### src/rtl/axi_lite_master.sv
// axi_lite_master: single-outstanding AXI4-Lite initiator. A host command
// accepted on the cmd_* port becomes one AXI write (AW+W, then B) or one
// AXI read (AR, then R), and the outcome is returned on the rsp_* port.
// Unaligned commands are answered locally with SLVERR and never reach the bus.
module axi_lite_master #(
  parameter int C_M_AXI_DATA_WIDTH = 32,
  parameter int C_M_AXI_ADDR_WIDTH = 20
) (
  input  logic                              m_axi_aclk,
  input  logic                              m_axi_aresetn,
  // host command port
  input  logic                              cmd_valid,
  output logic                              cmd_ready,
  input  logic                              cmd_write,
  input  logic [C_M_AXI_ADDR_WIDTH-1:0]     cmd_addr,
  input  logic [C_M_AXI_DATA_WIDTH-1:0]     cmd_wdata,
  input  logic [C_M_AXI_DATA_WIDTH/8-1:0]   cmd_wstrb,
  // host response port
  output logic                              rsp_valid,
  input  logic                              rsp_ready,
  output logic                              rsp_write,
  output logic [C_M_AXI_DATA_WIDTH-1:0]     rsp_rdata,
  output logic [1:0]                        rsp_resp,
  // AXI write address channel
  output logic [C_M_AXI_ADDR_WIDTH-1:0]     m_axi_awaddr,
  output logic [2:0]                        m_axi_awprot,
  output logic                              m_axi_awvalid,
  input  logic                              m_axi_awready,
  // AXI write data channel
  output logic [C_M_AXI_DATA_WIDTH-1:0]     m_axi_wdata,
  output logic [C_M_AXI_DATA_WIDTH/8-1:0]   m_axi_wstrb,
  output logic                              m_axi_wvalid,
  input  logic                              m_axi_wready,
  // AXI write response channel
  input  logic [1:0]                        m_axi_bresp,
  input  logic                              m_axi_bvalid,
  output logic                              m_axi_bready,
  // AXI read address channel
  output logic [C_M_AXI_ADDR_WIDTH-1:0]     m_axi_araddr,
  output logic [2:0]                        m_axi_arprot,
  output logic                              m_axi_arvalid,
  input  logic                              m_axi_arready,
  // AXI read data channel
  input  logic [C_M_AXI_DATA_WIDTH-1:0]     m_axi_rdata,
  input  logic [1:0]                        m_axi_rresp,
  input  logic                              m_axi_rvalid,
  output logic                              m_axi_rready
);

  localparam int StrbW = C_M_AXI_DATA_WIDTH / 8;
  localparam logic [1:0] RespSlvErr = 2'b10;

  typedef enum logic [2:0] {
    IDLE,
    WR,
    WR_B,
    RD_AR,
    RD_R,
    RSP
  } state_e;

  state_e                          state_q;
  logic                            cmdReady_q;
  logic                            awValid_q;
  logic                            wValid_q;
  logic                            bReady_q;
  logic                            arValid_q;
  logic                            rReady_q;
  logic                            rspValid_q;
  logic                            awDone_q;
  logic                            wDone_q;
  logic                            write_q;
  logic [C_M_AXI_ADDR_WIDTH-1:0]   addr_q;
  logic [C_M_AXI_DATA_WIDTH-1:0]   wdata_q;
  logic [StrbW-1:0]                wstrb_q;
  logic [C_M_AXI_DATA_WIDTH-1:0]   rdata_q;
  logic [1:0]                      resp_q;

  logic                            cmdFire;
  logic                            awDone_d;
  logic                            wDone_d;

  // Handshake qualifiers: a channel counts as done if it finished earlier or
  // is completing on this edge, so AW and W may finish in either order.
  always_comb begin
    cmdFire  = cmd_valid && cmdReady_q;
    awDone_d = awDone_q || (awValid_q && m_axi_awready);
    wDone_d  = wDone_q  || (wValid_q  && m_axi_wready);
  end

  // Transaction sequencer; every bus and host output is a register set here.
  always_ff @(posedge m_axi_aclk or negedge m_axi_aresetn) begin
    if (!m_axi_aresetn) begin
      state_q    <= IDLE;
      cmdReady_q <= 1'b1;
      awValid_q  <= 1'b0;
      wValid_q   <= 1'b0;
      bReady_q   <= 1'b0;
      arValid_q  <= 1'b0;
      rReady_q   <= 1'b0;
      rspValid_q <= 1'b0;
      awDone_q   <= 1'b0;
      wDone_q    <= 1'b0;
      write_q    <= 1'b0;
      addr_q     <= '0;
      wdata_q    <= '0;
      wstrb_q    <= '0;
      rdata_q    <= '0;
      resp_q     <= '0;
    end else begin
      case (state_q)
        IDLE: begin
          if (cmdFire) begin
            cmdReady_q <= 1'b0;
            write_q    <= cmd_write;
            addr_q     <= cmd_addr;
            wdata_q    <= cmd_wdata;
            wstrb_q    <= cmd_wstrb;
            rdata_q    <= '0;
            resp_q     <= 2'b00;
            if (cmd_addr[1:0] != 2'b00) begin
              resp_q     <= RespSlvErr;
              rspValid_q <= 1'b1;
              state_q    <= RSP;
            end else if (cmd_write) begin
              awValid_q <= 1'b1;
              wValid_q  <= 1'b1;
              awDone_q  <= 1'b0;
              wDone_q   <= 1'b0;
              state_q   <= WR;
            end else begin
              arValid_q <= 1'b1;
              state_q   <= RD_AR;
            end
          end
        end
        WR: begin
          if (awValid_q && m_axi_awready) begin
            awValid_q <= 1'b0;
            awDone_q  <= 1'b1;
          end
          if (wValid_q && m_axi_wready) begin
            wValid_q <= 1'b0;
            wDone_q  <= 1'b1;
          end
          if (awDone_d && wDone_d) begin
            bReady_q <= 1'b1;
            state_q  <= WR_B;
          end
        end
        WR_B: begin
          if (m_axi_bvalid) begin
            resp_q     <= m_axi_bresp;
            rdata_q    <= '0;
            bReady_q   <= 1'b0;
            rspValid_q <= 1'b1;
            state_q    <= RSP;
          end
        end
        RD_AR: begin
          if (m_axi_arready) begin
            arValid_q <= 1'b0;
            rReady_q  <= 1'b1;
            state_q   <= RD_R;
          end
        end
        RD_R: begin
          if (m_axi_rvalid) begin
            rdata_q    <= m_axi_rdata;
            resp_q     <= m_axi_rresp;
            rReady_q   <= 1'b0;
            rspValid_q <= 1'b1;
            state_q    <= RSP;
          end
        end
        RSP: begin
          if (rsp_ready) begin
            rspValid_q <= 1'b0;
            cmdReady_q <= 1'b1;
            state_q    <= IDLE;
          end
        end
        default: begin
          state_q <= IDLE;
        end
      endcase
    end
  end

  // One address register feeds both AW and AR since only one is ever active.
  assign cmd_ready     = cmdReady_q;
  assign rsp_valid     = rspValid_q;
  assign rsp_write     = write_q;
  assign rsp_rdata     = rdata_q;
  assign rsp_resp      = resp_q;
  assign m_axi_awaddr  = addr_q;
  assign m_axi_awprot  = 3'b000;
  assign m_axi_awvalid = awValid_q;
  assign m_axi_wdata   = wdata_q;
  assign m_axi_wstrb   = wstrb_q;
  assign m_axi_wvalid  = wValid_q;
  assign m_axi_bready  = bReady_q;
  assign m_axi_araddr  = addr_q;
  assign m_axi_arprot  = 3'b000;
  assign m_axi_arvalid = arValid_q;
  assign m_axi_rready  = rReady_q;

endmodule

### config.mk
export PLATFORM = sky130hd
export DESIGN_NAME = axi_lite_master
export DESIGN_NICKNAME = d
export VERILOG_FILES = /design/src/rtl/axi_lite_master.sv
export SDC_FILE = /design/constraint.sdc
export NUM_CORES = 1
export LEC_CHECK = 0
export BUFFER_PORTS_ARGS = -buffer_cell sky130_fd_sc_hd__buf_2
export CAP_MARGIN = 30
export CORE_UTILIZATION = 46
export DETAILED_ROUTE_END_ITERATION = 16
export PLACE_DENSITY = 0.8
export SETUP_SLACK_MARGIN = 0.02
export SLEW_MARGIN = 10
export SYNTH_ARGS = -nofsm -noshare
export SYNTH_HDL_FRONTEND = slang
export SYNTH_SLANG_ARGS = --single-unit
### constraint.sdc
create_clock -name m_axi_aclk -period 2.2 [get_ports m_axi_aclk]
set_clock_uncertainty 0.15 [all_clocks]
set_input_delay 0.11 -clock m_axi_aclk [delete_from_list [all_inputs] [get_ports m_axi_aclk]]
set_output_delay 0.11 -clock m_axi_aclk [all_outputs]
set_load 0.05 [all_outputs]
* Word level (Yosys, flattened, before mapping)
Cells that the tools add are included.
** Operators by class
- $mul :: 0
- Bitwise operators :: 0
- Magnitude comparators :: 0
- Multiplexer cells :: 52
- Div/mod/pow operators :: 0
- Shifts and indexed selects :: 0
- Reductions and logical operators :: 25
- Add/sub/neg operators :: 0
- Equality and inequality tests :: 17
** Operator list (count)
- $mux W32 :: 3
- $pmux W32 S3 :: 1
- $mux W1 :: 25
- $ne A2 B2 Y1 const B :: 12
- $mux W3 :: 7
- $pmux W3 S6 :: 1
- $pmux W1 S2 :: 8
- $reduce_and A5 Y1 :: 3
- $reduce_and A6 Y1 :: 2
- $reduce_bool A2 Y1 :: 6
- $mux W2 :: 5
- $reduce_and A3 Y1 :: 3
- $eq A3 B2 Y1 const B :: 2
- $eq A3 B3 Y1 const B :: 2
- $pmux W2 S3 :: 1
- $logic_and A1 B1 Y1 :: 4
- $pmux W1 S4 :: 1
- $reduce_and A4 Y1 :: 1
- $reduce_bool A4 Y1 :: 1
- $eq A3 B1 Y1 const B :: 1
- $logic_not A3 Y1 :: 1
- $reduce_bool A3 Y1 :: 1
- $logic_or A1 B1 Y1 :: 2
- $reduce_and A2 Y1 :: 1
** Word-level totals
- Bits in latches :: 0
- RAM bits :: 0
- Memory bits (read-only) :: 0
- Register bits after elaboration :: 103
- Logic and storage cells :: 110
- Output and inout port bits :: 124
- Memories kept :: 0

* Longest topological paths before layout
Gate-level depths: netlist (run 1).
- Depth after elaboration :: 5
- Mapped depth :: 8

* Worst setup path after synthesis (run 1)
Ideal clock, no wire load.
- Path kind :: reg-to-reg
- Start point :: register cmdReady_q, in the netlist cmd_ready
- End point :: register rdata_q[11], in the netlist rsp_rdata[11]
- Period minus slack after synthesis :: 1894 ps
- Stages on the path, launching flop included :: 8
- Path slack :: 306 ps
- Data arrival time :: 1620 ps
- Data required time :: 1926 ps
- Cells stage by stage :: dfstp_2 -> nand3b_4 -> a221o_1 -> buf_6 -> buf_6 -> buf_6 -> nand2_1 -> o21ai_1
** On the way
- Cells in the longest elaborated chain, start to end :: 3
** RTL lines
- start: declaration :: RTL line 63 : logic cmdReady_q;
- start signal: assignment :: RTL line 95 : cmdReady_q <= 1'b1;
- start signal: assignment :: RTL line 114 : cmdReady_q <= 1'b0;
- start signal: assignment :: RTL line 179 : cmdReady_q <= 1'b1;
- $logic_and A1 B1 Y1 :: RTL line 86 : cmdFire = cmd_valid && cmdReady_q;
- $ne A2 B2 Y1 (no source line)
- $reduce_and A4 Y1 (no source line)
- end signal: assignment :: RTL line 169 : rdata_q <= m_axi_rdata;
- end: declaration :: RTL line 76 : logic [C_M_AXI_DATA_WIDTH-1:0] rdata_q;
No other way between the ends.
A chain may end at the register's enable or synchronous reset.

* Final worst setup path (run 1)
- Start point :: register state_q[1]
- End point :: register resp_q[0], in the netlist rsp_resp[0]
** On the way
- Cells in the longest elaborated chain, start to end :: 3
** RTL lines
- start: declaration :: RTL line 62 : state_e state_q;
- start signal: assignment :: RTL line 94 : state_q <= IDLE;
- start signal: assignment :: RTL line 124 : state_q <= RSP;
- start signal: assignment :: RTL line 130 : state_q <= WR;
- $eq A3 B3 Y1 (tied with other cells) :: RTL line 111 : case (state_q)
- $ne A2 B2 Y1 (no source line) or $reduce_bool A3 Y1 (tied branches)
- $reduce_and A4 Y1 (no source line)
- end signal: assignment :: RTL line 122 : resp_q <= RespSlvErr;
- end signal: assignment :: RTL line 153 : resp_q <= m_axi_bresp;
- end signal: assignment :: RTL line 170 : resp_q <= m_axi_rresp;
- end: declaration :: RTL line 77 : logic [1:0] resp_q;
Parallel ways exist; a longest one is shown, timed or not.

==> impl_results.md, run 1 <==
- I/O Buffers: 219
- Std-Cell Rows: 35
- Clock latency on the worst-skew pair: 0.35 ns
- Die Y: 100.0 um
- Max_cap viols: 0
- Largest family of logic cells by synthesized area: multiplexers
- RSZ-0062 raised after global routing: false
- Count of pins over their slew limit: 0
- Num ports: 226
- Final Setup Violations: 0
- Core area: 0.009284 mm2
- Post-synthesis register bit count: 103
- GPL Wtd Cong: 0.9103
- XOR/XNOR Fraction of Synth Area: 0%
- Setup Fix Bufs, Post-CTS: 0
- Clk slew on worst S/H paths: 0.10 ns
- Antenna violations before repair: 0
- Yosys warns: 0
- VDD IR max: 1.029 mV
- Clk root buf: clkbuf_8
- Diode count: 0
- Avg Cell Area, Syn: 11.73 um2
- Via density: 4.860
- Critical path data arrival time: 2.21 ns
- Async S/R FF share, synth: 100.0%
- CP Max Fanout: 11
- Global-route wire length before repair: 18790 um
- Hold Vio Cnt, Final: 0
- Share of layout cells above drive strength 1: 45.27%
- H-Tree Depth: 3
- Syn Inst Count: 377
- Grt ovf: 0
- Post-synth EDFFs: 0
- Final Cycle Share: 95.10%
- Largest net degree at the start of global routing: 67
- GRT Overall Usage: 24.09%
- Die Span X: 100.0 um
- TritonRoute pass-1 iters: 5
- Setup tns final: 0 ns
- Iter 0 DRT Violations: 86
- WL/cell: 15.10 um
- Total CTS buffers: 9
- Multiplexer share of the synthesized area: 14.75%
- Primary FF master, synth: dfrtp_1
- Die area: 0.01001 mm2
- Power, Total: 10610 uW
- Vias in the first global route: 4026
- Post-detail-place hpwl: 7459 um
- DRT Wirelength: 12160 um
- Static Leak: 0.003417 uW
- Least-Margin Pin Slew: 0.5618 ns
- CP Launch Type: flip-flop
- Status: finished, final reports clean
- Max-Slew Margin vs Limit: 62.07%
- Post-synthesis sequential area ratio: 58.34%
- Yosys cell types: 43
- Crit path kind: flip-flop to flip-flop
- Post-synthesis simple-gate area fraction: 9.624%
- Tmin final: 2.092 ns
- Synth-to-Final Area Change: 49.96%
- Via count: 3912
- Synth Area in Compound Gates: 8.859%
- Initial Utilization: 47.61%
- # clock sinks: 103
- CTS tree: built
- Critical Path End Type: flip-flop
- Post-synthesis adder-cell area fraction: 0%
- Data required, critical path: 2.32 ns
- Pwr/cell area: 1600 mW/mm2
- DR DRC count: 0
- CTS max path bufs: 2
- Net count, final: 773
- Synthesized area: 0.004420 mm2
- Hold WC Path Type: input pin to async pin
- DRT antenna net count: 0
- Max Clk Rate: 478.0 MHz
final cells by class:
type	count	area, um2
flip-flops and latches	103	2580
inverters	3	11.26
repair buffers	328	2207
clock inverters	4	30.03
multi-input cells	226	1494
clock buffers	12	145.1
fillers	670	2655
well taps	129	161.4
synthesized netlist by cell type, types with 2 or more instances:
master	n	share of area (%)
dfrtp_1	102	58
nand2_1	76	6.5
mux2_2	57	15
buf_4	32	5.4
o21ai_1	25	2.8
a21oi_1	9	1.0
buf_2	9	1.0
o21ai_0	9	1.0
nor2_1	8	0.68
buf_6	5	1.3
clkbuf_1	3	0.25
inv_1	3	0.25
nor2b_1	3	0.42
a2bb2oi_1	2	0.40
a31oi_1	2	0.28
a32o_1	2	0.45
nor3_1	2	0.23
o211ai_1	2	0.34
o31ai_2	2	0.57
power breakdown:
group,leakage [uW],total [uW],switching (uW),internal (uW)
registers,0.00134,3220,521,2700
clock network,0.0000870,1080,628,449
logic,0.00199,6310,4720,1590
placed cells by master, fill, tap and decap left out, types with 2 or more instances in the layout:
cell             n
dlygate4sd3_1  101
a32o_1           2
clkbuf_1         2
buf_12           3
o21ai_1         25
clkbuf_8        10
buf_2          218
o211ai_1         2
nor3_1           2
a21oi_1          9
nand2_1         76
inv_1            3
o31ai_2          2
a2bb2oi_1        2
nor2b_1          3
nor2_1           8
dfrtp_1        101
mux2_2          57
a31oi_1          2
o21ai_0          9
buf_4            6
conb_1           6
worst max-delay path: stages (launching register included):
cell	delay, ns
dfrtp_1	0.47
buf_4	0.21
nor2b_1	0.29
a22oi_1	0.14
dlygate4sd3_1	0.58
o31ai_2	0.17
final timing paths:
kind	from	end	slack (ns)	cells past startpoint
setup / recovery	state_q[1]$_DFFE_PN0P_	rsp_resp[0]$_DFFE_PN0P_	0.11	5
hold / removal	m_axi_aresetn	rsp_rdata[16]$_DFFE_PN0P_	0.05	2
setup reg to reg	state_q[1]$_DFFE_PN0P_	rsp_resp[0]$_DFFE_PN0P_	0.11	5
hold reg to reg	rsp_resp[0]$_DFFE_PN0P_	rsp_resp[0]$_DFFE_PN0P_	0.34	2
max in group asynchronous	m_axi_aresetn	cmd_ready$_DFFE_PN1P_	1.17	3
min in group m_axi_aclk	m_axi_awready	m_axi_awvalid$_DFFE_PN0P_	0.34	3
routing by layer:
layer / share of wire [%] / vias up / track usage [%]
li1: - / 1839 / -
met5: 0 / - / 0
met2: 55 / 149 / 44.51
met1: 37 / 1888 / 25.80
met3: 5.1 / 36 / 6.128
met4: 3.6 / 0 / 11.04
sequential cells by signal, indices dropped and copies added (netlist names):
register,cells
m_axi_wstrb,4
wDone_q,1
m_axi_wdata,32
rsp_resp,2
cmd_ready,1
rsp_valid,1
m_axi_araddr,20
m_axi_bready,1
state_q,3
m_axi_awvalid,1
m_axi_rready,1
m_axi_wvalid,1
awDone_q,1
rsp_rdata,32
m_axi_arvalid,1
rsp_write,1
cell families after synthesis:
family | after synthesis
and+or+nand+nor | 99
AOI/OAI and AO/OA | 63
DFF | 103
muxes | 58
buffers and inverters | 53
other | 1
repair_timing:
item / in CTS / in global routing
endpoints found under the hold margin: 204 / 0
setup endpoints to repair: 0 / 4
gates resized for setup: 0 / 1
hold buffers: 101 / 0
through the flow:
step                utilization [%]  area (um2)  worst slack [ns]  instances  hold WS (ns)
floorplan                         -        4439            0.3056        382       -0.3356
global placement              58.61        5441            0.2631        688       -0.1314
detailed placement            58.61        5441            0.2127        688       -0.1241
CTS                           71.39        6628           0.09186        805       0.02202
global route                  71.40        6629           0.05691        805       0.05941
finish                        71.40        6629            0.1077        805       0.05169
(Power assumes the default switching activity.)
==> run 2: changes to the inputs <==
Settings changed: ABC_AREA set to 1, PLACE_DENSITY 0.8 to 0.79.
==> impl_results.md, run 2 <==
- Status: finished, final reports clean
- Setup tns final: 0 ns
- Static Leak: 0.004014 uW
- Via density: 4.730
- Die Y: 101.6 um
- Die area: 0.01032 mm2
- Worst path depth: 6
- Commonest non-fill, non-tap cell in the layout: buf_2
- Total CTS buffers: 9
- Post-synth EDFFs: 0
- H-Tree Depth: 3
- Dpl cells: 852
- Flop-to-flop setup slack: 0.17 ns
- Synth area leader: dfrtp_1
- Critical path data arrival time: 2.19 ns
- Core area: 0.009415 mm2
- Clk slew on worst S/H paths: 0.10 ns
- Worst setup path start: state_q[2]$_DFFE_PN0P_
- Worst slack, placed: 0.3348 ns
- VDD IR max: 0.9781 mV
- Hold depth: 5
- Most Frequent Cell on Critical Path: inv_1
- # clock sinks: 103
- Yosys cell types: 22
- Share of layout cells above drive strength 1: 30.19%
- DRT antenna net count: 0
- RSZ-0062 raised after global routing: false
- Synthesized area: 0.004563 mm2
- Count leader, synth: nand2_1
- Tmin final: 2.033 ns
- CTS max path bufs: 2
- CTS tree: built
- Via count: 4574
- CP Launch Type: flip-flop
- Max Clk Rate: 491.9 MHz
- Setup Fix Bufs, Post-CTS: 0
- Critical-path top delay cell: dlygate4sd3_1
- Die Span X: 101.6 um
- Std-Cell Rows: 35
- P_sw: 6773 uW
- WL/cell: 14.06 um
- Hold WC Path Type: input pin to flip-flop
- Critical Path End: m_axi_rready$_DFFE_PN0P_
- Critical Path End Type: flip-flop
- Net count, final: 935
- GRT Overall Usage: 26.56%
- Clk pwr share: 11.2%
- Post-detail-place hpwl: 8286 um
- Grt ovf: 0
- CP bufs+invs: 3
- Initial Utilization: 48.47%
- Hold Vio Cnt, Final: 0
- Global-route wire length before repair: 21160 um
- Final Cycle Share: 92.40%
- Syn Inst Count: 538
- Largest net degree at the start of global routing: 55
- Critical R2R Capture: m_axi_rready$_DFFE_PN0P_
- Hold path startpoint: m_axi_awready
- Sw Share: 57.41%
- Storage cell area: 0.002579 mm2
- Diode count: 0
- Combinational power share: 60.4%
- I/O Buffers: 219
- Max-Slew Margin vs Limit: 61.67%
- Crit path kind: flip-flop to flip-flop
- Reg2Reg Launch Point: state_q[2]$_DFFE_PN0P_
- Iter 0 DRT Violations: 194
- Least-Margin Pin Slew: 0.5689 ns
- Synth area leaders: dfrtp_1 (56%), nand2_1 (14%), o21ai_1 (6.0%), inv_1 (6.0%), nand3_1 (5.5%)
- Count of pins over their slew limit: 0
- DRT Wirelength: 13600 um
- Yosys warns: 0
- Worst path top cell family by delay: buffers and inverters
- Internal: 5024 uW
- Slowest Stage Delay on Critical Path: 0.56 ns
- Post-synth top cells: nand2_1 (174), dfrtp_1 (102), inv_1 (73), o21ai_1 (55), nand3_1 (50)
- Synth-to-Final Area Change: 49.58%
- Avg Cell Area, Syn: 8.482 um2
- Final worst setup slack: 0.1672 ns
- TritonRoute pass-1 iters: 5
- Fin Hold WS: 0.06686 ns
- Pwr/cell area: 1728 mW/mm2
- Data required, critical path: 2.36 ns
- Post-synthesis sequential area ratio: 56.51%
- Primary FF master, synth: dfrtp_1
- Clk root buf: clkbuf_8
- Final Setup Violations: 0
- Non-Filler Instances: 967
- Clock latency on the worst-skew pair: 0.36 ns
- Crit-path cells: inv_1 -> nand3_1 -> nor2_1 -> o22ai_1 -> dlygate4sd3_1 -> inv_1
- Fillers: 644
- Antenna violations before repair: 0
- Part of the power in registers: 28.5%
- Vias in the first global route: 4538
- CP Max Fanout: 11
- Async S/R FF share, synth: 100.0%
- Num ports: 226
- Post-CTS sizing: 0
- Post-synthesis register bit count: 103
- Multi-input logic area: 0.001369 mm2
- Max_cap viols: 0
- GPL Wtd Cong: 0.8606
- DR DRC count: 0
- Worst R2R Path Depth: 6
- Synth top area share: 55.94%
- Leading cell types in the layout, fill and taps excluded: buf_2 (218), nand2_1 (174), dfrtp_1 (102)
run 2: area by class of cell:
cell class	instances	share of cell area [%]
Multi-Input combinational cell	314	20.05
Sequential cell	103	37.78
Tap cell	129	2.365
Clock buffer	10	1.870
Inverter	76	4.216
Timing Repair Buffer	329	32.37
Clock inverter	6	1.338
run 2: metrics by stage:
step                      utilization (%)  area [um2]  total power [uW]
after global routing                72.49        6825             12440
final                               72.49        6825             11800
after floorplan                         -        4582              8898
after CTS                           72.49        6825             11690
after global placement              59.64        5615             10080
after detailed placement            59.64        5615             10220
run 2: worst min path at each step:
stage | slack, ns | endpoint
global placement | -0.06 | m_axi_araddr[17]$_DFFE_PN0P_
CTS | 0.04 | awDone_q$_DFFE_PN0P_
finish | 0.07 | awDone_q$_DFFE_PN0P_
detailed placement | -0.06 | m_axi_araddr[17]$_DFFE_PN0P_
global route | 0.10 | m_axi_wdata[24]$_DFFE_PN0P_
floorplan | -0.34 | awDone_q$_DFFE_PN0P_
run 2: routing by layer:
metal	track usage, %	routed length (um)	up-vias
met4	16.72	639	0
met1	29.55	5277	2077
li1	-	-	2228
met2	47.09	6937	209
met3	4.624	743	60
met5	0	0	-
run 2: logic make-up (layout without fill, tap and decap cells):
| kind of cell | after synthesis | after routing | share of synthesized area, % |
|---|---|---|---|
| simple gates | 242 | 242 | 22.24 |
| buf+inv | 126 | 421 | 13.90 |
| flops | 103 | 103 | 56.51 |
| compound gates | 66 | 66 | 7.266 |
| other cells | 1 | 6 | 0.08218 |
run 2: repair_timing:
item | in CTS | in global routing
hold buffers | 99 | 0
endpoints found under the setup margin | 0 | 0
hold endpoints to repair | 197 | 0
run 2: worst min-delay path, stage by stage:
cell and delay [ns]:
buf_2 0.10, nand2_1 0.08, nand2_1 0.10, nand4_1 0.10, nand2_1 0.05
run 2: power groups by stage:
stage | combinational [uW] | sequential, uW | clock, uW
2_1_floorplan | 2700 | 6200 | 0
3_3_place_gp | 6770 | 3310 | 0
3_5_place_dp | 6870 | 3350 | 0
4_1_cts | 7030 | 3320 | 1340
5_1_grt | 7570 | 3450 | 1420
6_report | 7120 | 3360 | 1320
